**config.mk**
```make
export PLATFORM = sky130hd
export DESIGN_NAME = clk_div_ctrl
export DESIGN_NICKNAME = d
export VERILOG_FILES = /design/src/rtl/clk_div_pkg.sv /design/src/rtl/clk_div_ctrl_load_sync.sv /design/src/rtl/clk_div_ctrl.sv
export SDC_FILE = /design/constraint.sdc
export NUM_CORES = 1
export LEC_CHECK = 0
export CAP_MARGIN = 25
export CORE_UTILIZATION = 40
export DETAILED_ROUTE_END_ITERATION = 8
export GPL_ROUTABILITY_DRIVEN = 0
export PLACE_DENSITY = 0.67
export SLEW_MARGIN = 20
export SYNTH_ARGS = -nofsm -noshare
export SYNTH_HDL_FRONTEND = slang
export SYNTH_HIERARCHICAL = 1
export SYNTH_SLANG_ARGS = --single-unit
```
**constraint.sdc**
```tcl
create_clock -name clk1 -period 6.2 [get_ports clk1]
set_input_delay 0.62 -clock clk1 [delete_from_list [all_inputs] [get_ports clk1]]
set_output_delay 0.62 -clock clk1 [all_outputs]
set_load 0.01 [all_outputs]
```
**src/rtl/clk_div_pkg.sv**
```systemverilog
// rtl/clk_div_pkg.sv - shared types and constants for the programmable clock divider
package clk_div_pkg;

    localparam int CNT_W   = 16;
    localparam int DIV_RST = 4;
    localparam int MIN_DIV = 2;

    typedef enum logic [1:0] {
        IDLE  = 2'd0,
        RUN   = 2'd1,
        DRAIN = 2'd2
    } state_t;

    // Length of the high phase; odd divisors get the extra cycle high.
    function automatic logic [31:0] half_hi(input logic [31:0] d);
        half_hi = (d + 32'd1) >> 1;
    endfunction

endpackage

```
**src/rtl/clk_div_ctrl_load_sync.sv**
```systemverilog
// rtl/clk_div_ctrl_load_sync.sv - pending divisor register with clamp and ack/err pulses
module div_load_sync
    import clk_div_pkg::*;
#(
    parameter int CNT_W   = clk_div_pkg::CNT_W,
    parameter int MIN_DIV = clk_div_pkg::MIN_DIV
) (
    input  logic             clk1,
    input  logic             rst_n,
    input  logic             div_load,
    input  logic [CNT_W-1:0] div_val,
    input  logic             apply,
    output logic             pending,
    output logic [CNT_W-1:0] pend_val,
    output logic             div_ack,
    output logic             div_err
);

    logic clamp;
    logic take;

    assign clamp = (div_val < CNT_W'(MIN_DIV));
    assign take  = apply & pending;

    // A capture on the apply edge keeps pending set: that value belongs to the next period.
    always_ff @(posedge clk1 or negedge rst_n) begin
        if (!rst_n) begin
            pending  <= 1'b0;
            pend_val <= '0;
            div_ack  <= 1'b0;
            div_err  <= 1'b0;
        end else begin
            div_ack <= take;
            div_err <= div_load & clamp;
            if (div_load) begin
                pend_val <= clamp ? CNT_W'(MIN_DIV) : div_val;
                pending  <= 1'b1;
            end else if (take) begin
                pending <= 1'b0;
            end
        end
    end

endmodule

```
**src/rtl/clk_div_ctrl.sv**
```systemverilog
// rtl/clk_div_ctrl.sv - run/drain FSM, period counter and registered divided-clock outputs
module clk_div_ctrl
    import clk_div_pkg::*;
#(
    parameter int CNT_W   = clk_div_pkg::CNT_W,
    parameter int DIV_RST = clk_div_pkg::DIV_RST,
    parameter int MIN_DIV = clk_div_pkg::MIN_DIV
) (
    input  logic             clk1,
    input  logic             rst_n,
    input  logic             en,
    input  logic [CNT_W-1:0] div_val,
    input  logic             div_load,
    output logic             div_ack,
    output logic             div_err,
    output logic             clk_div,
    output logic             tick,
    output logic             running
);

    state_t           state, state_nx;
    logic [CNT_W-1:0] cnt, cnt_nx;
    logic [CNT_W-1:0] d_act, d_nx;
    logic [CNT_W-1:0] pend_val;
    logic             pending;
    logic             wrap, apply, take;
    logic             clk_div_nx, tick_nx, running_nx;

    assign wrap  = (cnt == d_act - CNT_W'(1));
    assign apply = (state == IDLE) | wrap;
    assign take  = apply & pending;
    assign d_nx  = take ? pend_val : d_act;

    div_load_sync #(
        .CNT_W   (CNT_W),
        .MIN_DIV (MIN_DIV)
    ) u_load (
        .clk1     (clk1),
        .rst_n    (rst_n),
        .div_load (div_load),
        .div_val  (div_val),
        .apply    (apply),
        .pending  (pending),
        .pend_val (pend_val),
        .div_ack  (div_ack),
        .div_err  (div_err)
    );

    always_comb begin
        state_nx   = state;
        cnt_nx     = cnt;
        clk_div_nx = clk_div;
        tick_nx    = tick;
        running_nx = running;
        case (state)
            IDLE: begin
                if (en) begin
                    state_nx   = RUN;
                    cnt_nx     = '0;
                    clk_div_nx = 1'b1;
                    tick_nx    = 1'b0;
                    running_nx = 1'b1;
                end
            end
            RUN, DRAIN: begin
                cnt_nx     = wrap ? '0 : cnt + CNT_W'(1);
                // d_nx only differs from d_act on the wrap edge, where the new period begins.
                clk_div_nx = (32'(cnt_nx) < half_hi(32'(d_nx)));
                tick_nx    = (cnt_nx == d_nx - CNT_W'(1));
                if (en) begin
                    state_nx = RUN;
                end else if ((state == DRAIN) && wrap) begin
                    state_nx   = IDLE;
                    cnt_nx     = '0;
                    clk_div_nx = 1'b0;
                    tick_nx    = 1'b0;
                    running_nx = 1'b0;
                end else begin
                    state_nx = DRAIN;
                end
            end
            default: begin
                state_nx   = IDLE;
                cnt_nx     = '0;
                clk_div_nx = 1'b0;
                tick_nx    = 1'b0;
                running_nx = 1'b0;
            end
        endcase
    end

    always_ff @(posedge clk1 or negedge rst_n) begin
        if (!rst_n) begin
            state   <= IDLE;
            cnt     <= '0;
            d_act   <= CNT_W'(DIV_RST);
            clk_div <= 1'b0;
            tick    <= 1'b0;
            running <= 1'b0;
        end else begin
            state   <= state_nx;
            cnt     <= cnt_nx;
            d_act   <= d_nx;
            clk_div <= clk_div_nx;
            tick    <= tick_nx;
            running <= running_nx;
        end
    end

endmodule

```
==> impl_metrics.py, run 1 <==
metrics = {
    "worst_hold_path": {
        "hold_class": "in -> async",
    },
    "global_route": {
        "grt_pass1_vias": 4573,
        "antenna_found_initial": 0,
        "grt-ovfl-total": 0,
        "grt_max_degree": 57,
        "grt_first_pass_wirelength_mm": 24.01,
        "track_usage_pct": 23.37,
    },
    "yosys": {
        "async_flop_share_pct": 100.0,
        "synthTopCellsByArea": "dfrtp_1 26%, ha_1 5.3%, xnor2_1 5.2%",
        "synth_top_area_cell": "dfrtp_1",
        "ys_ff_latch": 56,
        "synth_top_flop_cell": "dfrtp_1",
        "ys_seq_area_share_pct": 26.91,
        "yosysUniqueCellTypes": 74,
        "avgSynthCellArea_um2": 8.194,
        "synth_edf_count": 0,
        "synth_warnings": 6,
        "synth_top_area_share_pct": 26.41,
        "syn-instance-count": 636,
        "netlist_area_mm2": 0.005211,
        "syn_nets": 678,
    },
    "clock_network": {
        "clock_latency_ns": 0.30,
        "cts_made_buffers": 5,
        "cts.sinks": 56,
        "cts.clk_slew.worst_paths_ns": 0.07,
        "cts_hold_buffers": 0,
        "cts_tree": "done",
        "clock_path_buffers": 2,
        "cts_htree_levels": 2,
        "ctsRootBufferMaster": "clkbuf_16",
        "cts-resized-gates": 0,
        "cts_setup_buffers": 0,
    },
    "drt": {
        "first_iter_violations": 584,
        "drt-pass1-iter-count": 5,
        "vias": 4847,
        "drtAntennaViolNets": 0,
        "wl_mm": 14.86,
        "routed_via_density": 5.977,
        "drcViolationCount": 0,
        "wl_per_cell_um": 18.32,
    },
    "sta": {
        "max_slew.worst_pin.slew_ns": 0.7723,
        "hold_violations": 0,
        "fin_tns_setup_ns": 0,
        "fin_crit_ns": 5.617,
        "hold_slack_ns": 0.4520,
        "setup_viol": 0,
        "fmax_ghz": 0.1780,
        "rsz0062_at_grt": "no",
        "finalCritPeriodShare_pct": 90.60,
        "drv_slew": 0,
        "setup_ws_ns": 0.5831,
        "slew-limit-headroom_pct": 48.35,
        "clock_skew_ns": 0.003462,
    },
    "placement": {
        "io_buffers": 24,
        "hpwl_mm": 11.46,
        "dp_cells": 803,
        "place_area_mm2": 0.005539,
        "preCtsSetupSlack_ns": 0.6480,
    },
    "final_layout": {
        "instances_no_fill": 811,
        "finalInstanceArea_mm2": 0.005684,
        "diodes": 0,
        "final_nets": 680,
        "final_util_pct": 44.86,
        "fill_cells": 1230,
        "drive_gt1_share_pct": 9.390,
        "layout_commonest_cell": "nand2_1",
        "area_growth_pct": 9.076,
        "final_cell_mix": "63 x nand2_1, 58 x nor2_1, 55 x dfrtp_1",
    },
    "critical_path": {
        "start_kind": "flip-flop",
        "worstSetupEndpointType": "flip-flop",
        "path_class": "reg -> reg",
        "required_ns": 6.44,
        "critPathArrivalTime_ns": 5.86,
        "crit_path_max_fanout": 12,
    },
    "die": {
        "die_width_um": 116.1,
        "initial_core_util_pct": 41.13,
        "fp-row-count": 41,
        "die_area_mm2": 0.01349,
        "fp.coreArea_mm2": 0.01267,
        "ioPinCount": 25,
        "die_y_um": 116.1,
    },
    "power": {
        "powerDensity_mw_per_mm2": 436.8,
        "peakVddDrop_mv": 0.1802,
        "p_total_mw": 2.483,
        "p_leak_nw": 2.375,
    },
    "run": {
        "cap_violations": 0,
    },
    "status": {
        "status": "completed",
    },
}
## final timing paths
check | slack (ns) | depth (start not counted) | endpoint | start
worst min-delay path | 0.45 | 2 | u_load/pend_val[13]$_DFFE_PN0P_ | rst_n
worst min register to register | 0.49 | 2 | tick$_DFFE_PN0P_ | tick$_DFFE_PN0P_
worst max register to register | 0.58 | 25 | clk_div$_DFFE_PN0P_ | d_act[0]$_DFF_PN0_
max in group asynchronous | 5.27 | 2 | cnt[1]$_DFFE_PN0P_ | rst_n
min in group clk1 | 0.49 | 2 | tick$_DFFE_PN0P_ | tick$_DFFE_PN0P_
worst max-delay path | 0.58 | 25 | clk_div$_DFFE_PN0P_ | d_act[0]$_DFF_PN0_
## area by class of cell
type | count | area (um2) | share of cell area, %
clock buffer | 6 | 128.9 | 2.267
clock inverter | 2 | 16.27 | 0.2862
inverter | 26 | 97.59 | 1.717
multi-input combinational | 515 | 3513 | 61.81
sequential | 56 | 1403 | 24.68
tap | 172 | 215.2 | 3.786
timing repair buffer | 34 | 310.3 | 5.459
## layer usage
metal / vias to the layer above / global-route usage (%) / part of all wire [%]
li1: 2287 / - / -
met1: 2322 / 32.34 / 46
met2: 208 / 36.15 / 44
met3: 30 / 4.255 / 7.4
met4: 0 / 9.145 / 3.0
met5: - / 0 / 0
## synthesized netlist by cell type, types with 4 or more instances
library cell / n
dfrtp_1: 55
xor2_1: 31
buf_2: 6
nor4_1: 12
o22ai_1: 5
nand2_1: 63
a21oi_1: 22
and2_1: 6
nand4_1: 12
o21ai_0: 42
mux2i_1: 19
mux2_2: 20
o21a_1: 4
clkbuf_1: 23
xnor2_1: 31
nor2b_1: 10
a211oi_1: 4
inv_1: 26
buf_6: 6
a2111oi_0: 4
nand3_1: 31
nor3_1: 22
ha_1: 22
nor2_1: 58
or3_1: 5
a22o_1: 5
and3_1: 11
or4_1: 6
or2_2: 4
## registers in the layout, summed over array words and instances, names as in the netlist, 2 cells and up
register	flops
cnt	16
u_load/pend_val	16
state	2
d_act	16
## logic make-up (layout without fill, tap and decap cells)
| logic type | Yosys count | after routing | synth area share [%] |
|---|---|---|---|
| flip-flops | 56 | 56 | 26.91 |
| AND/OR/NAND/NOR | 264 | 264 | 26.17 |
| multiplexers | 41 | 41 | 8.451 |
| adder cells (fa/ha/maj) | 22 | 22 | 5.282 |
| AO/OA/AOI/OAI | 125 | 125 | 16.52 |
| XOR/XNOR | 63 | 63 | 10.88 |
| buffers and inverters | 65 | 68 | 5.786 |
## worst max-delay path: stages, from the launching register on
cell       delay, ns
dfrtp_1         0.57
inv_1           0.14
ha_1            0.29
or2_2           0.32
a2111oi_0       0.41
o211a_1         0.24
o22a_1          0.39
a41oi_4         0.25
mux2i_1         0.19
inv_1           0.11
ha_1            0.27
nand3_1         0.22
or3_1           0.42
xor2_1          0.15
ha_1            0.30
a21o_1          0.18
a21oi_1         0.14
nor2b_1         0.05
o21ai_0         0.16
nand2b_1        0.07
a21oi_1         0.14
nor2b_1         0.06
o21ai_0         0.18
nand3_1         0.09
o2bb2ai_1       0.13
nor2_1          0.08
## where the power goes
group | internal, mW | switching [mW]
Clock | 0.151 | 0.143
Sequential | 0.458 | 0.209
Combinational | 0.620 | 0.902
Total | 1.23 | 1.25
Power figures use the tool's default switching activity.
==> run 2, diff against run 1 <==
Settings changed: GPL_ROUTABILITY_DRIVEN 0 to 1.
Clock period 6.2 ns to 7.3 ns, I/O delays scaled along.
==> run 2 against run 1 <==
Net effect:
- count of clock-buffer cells in the layout did not move
- sequential cell count did not move
- core utilization down 0.24 points
- power is 16% lower
- register-to-register slack gained 0.69 ns
- cell area is 0.53% lower
- sequential share of layout area increased by 0.13 points
- critical path depth down 1
- clock power shrank 15%
- non-clock buffer count is 4 lower
- sequential power is 11% lower
- largest cell class unchanged
==> impl_metrics.py, run 2 (same netlist as run 1, synthesis figures left out) <==
metrics = {
    "final_layout": {
        "final_cell_mix": "63 x nand2_1, 58 x nor2_1, 55 x dfrtp_1",
        "finalInstanceArea_mm2": 0.005654,
        "area_growth_pct": 8.499,
        "layout_commonest_cell": "nand2_1",
        "final_util_pct": 44.62,
        "drive_gt1_share_pct": 8.819,
        "top_regs": "cnt x16, d_act x16, u_load/pend_val x16",
        "diodes": 0,
        "final_nets": 676,
    },
    "drt": {
        "drt-pass1-iter-count": 5,
        "wl_per_cell_um": 18.56,
        "routed_via_density": 6.029,
        "wl_mm": 14.98,
        "drtAntennaViolNets": 0,
        "vias": 4865,
        "first_iter_violations": 494,
        "drcViolationCount": 0,
    },
    "placement": {
        "preCtsSetupSlack_ns": 1.326,
        "place_area_mm2": 0.005509,
        "hpwl_mm": 11.49,
        "io_buffers": 24,
        "gp_congestion": 0.9324,
    },
    "sta": {
        "hold_violations": 0,
        "setup_viol": 0,
        "fin_crit_ns": 6.026,
        "rsz0062_at_grt": "no",
        "fin_tns_setup_ns": 0,
        "finalCritPeriodShare_pct": 82.54,
        "drv_slew": 0,
        "setup_ws_ns": 1.274,
        "slew-limit-headroom_pct": 46.95,
        "fmax_ghz": 0.1660,
        "max_slew.worst_pin.slew_ns": 0.7932,
        "clock_skew_ns": 0.01488,
    },
    "status": {
        "status": "completed",
    },
    "power": {
        "peakVddDrop_mv": 0.1810,
        "powerDensity_mw_per_mm2": 368.7,
        "p_leak_nw": 2.356,
    },
    "die": {
        "ioPinCount": 25,
        "die_area_mm2": 0.01349,
        "fp.coreArea_mm2": 0.01267,
        "fp-row-count": 41,
        "die_y_um": 116.1,
        "initial_core_util_pct": 41.13,
        "die_width_um": 116.1,
    },
    "worst_hold_path": {
        "hold_class": "reg -> reg",
        "hold_start": "u_load/pend_val[15]$_DFFE_PN0P_",
    },
    "critical_path": {
        "crit_path_max_fanout": 24,
        "critPathArrivalTime_ns": 6.26,
        "required_ns": 7.53,
        "path_class": "reg -> reg",
        "worstSetupStartpoint": "d_act[0]$_DFF_PN0_",
        "rr_startpoint": "d_act[0]$_DFF_PN0_",
        "start_kind": "flip-flop",
        "worstSetupEndpointType": "flip-flop",
    },
    "clock_network": {
        "clock_path_buffers": 2,
        "clock_latency_ns": 0.31,
        "cts-resized-gates": 0,
        "cts.clk_slew.worst_paths_ns": 0.08,
        "cts_hold_buffers": 0,
        "cts_htree_levels": 2,
        "ctsRootBufferMaster": "clkbuf_16",
        "cts_setup_buffers": 0,
        "cts_tree": "done",
        "cts_made_buffers": 5,
        "cts.sinks": 56,
    },
    "global_route": {
        "grt-ovfl-total": 0,
        "grt_first_pass_wirelength_mm": 24.49,
        "track_usage_pct": 23.74,
        "grt_max_degree": 57,
        "antenna_found_initial": 0,
        "grt_pass1_vias": 4592,
    },
    "run": {
        "cap_violations": 0,
    },
}
==> run 2: cell count changes in the layout (fill, tap and decap cells not counted), sizes merged <==
cell / before / now
buf: 11 / 7
==> run 2: critical path, cell delays in order, from the launching register on <==
cell	delay, ns
dfrtp_1	0.60
inv_1	0.15
ha_1	0.30
or2_2	0.31
a2111oi_0	0.41
o211a_1	0.24
o22a_1	0.40
a41oi_4	0.46
mux2_2	0.40
ha_1	0.24
nand3_1	0.24
or3_1	0.42
xor2_1	0.16
ha_1	0.29
a21o_1	0.18
a21oi_1	0.13
nor2b_1	0.05
o21ai_0	0.14
nand2b_1	0.07
a21oi_1	0.19
nor2b_1	0.07
o21ai_0	0.19
nand3_1	0.10
o2bb2ai_1	0.14
nor2_1	0.08
==> run 2: where the power goes <==
| group | internal (mW) | total, mW | switching (mW) | leakage (nW) |
|---|---|---|---|---|
| Combinational | 0.512 | 1.24 | 0.729 | 1.59 |
| Sequential | 0.388 | 0.593 | 0.205 | 0.696 |
| Clock | 0.129 | 0.251 | 0.122 | 0.0671 |
| Total | 1.03 | 2.08 | 1.06 | 2.36 |
==> run 2: cell type report <==
type | count | area [um2]
sequential | 56 | 1403
clock buffer | 6 | 128.9
tap | 172 | 215.2
multi-input combinational | 515 | 3513
inverter | 26 | 97.59
fill | 1261 | 7017
timing repair buffer | 30 | 280.3
clock inverter | 2 | 16.27
==> run 2: worst paths after layout <==
path,slack [ns],to,depth (start not counted)
worst max-delay path,1.27,clk_div$_DFFE_PN0P_,24
worst min-delay path,0.52,u_load/pend_val[15]$_DFFE_PN0P_,1
worst max register to register,1.27,clk_div$_DFFE_PN0P_,24
worst min register to register,0.52,u_load/pend_val[15]$_DFFE_PN0P_,1
max in group asynchronous,6.22,cnt[8]$_DFFE_PN0P_,2
min in group asynchronous,0.57,u_load/pend_val[12]$_DFFE_PN0P_,2
==> run 2: stage by stage <==
stage                     cells  power, mW  hold slack [ns]
after floorplan             636      1.517           0.4344
after global placement      798      1.780           0.5062
after detailed placement    799      1.809           0.4968
after CTS                   807      2.070           0.5285
after global routing        807      2.242           0.5376
final                       807      2.085           0.5201
==> run 2: per-layer routing <==
layer,track usage (%),wire (um)
met1,33.56,6812
met2,36.75,6679
met3,4.307,1066
met5,0,0
met4,7.436,419
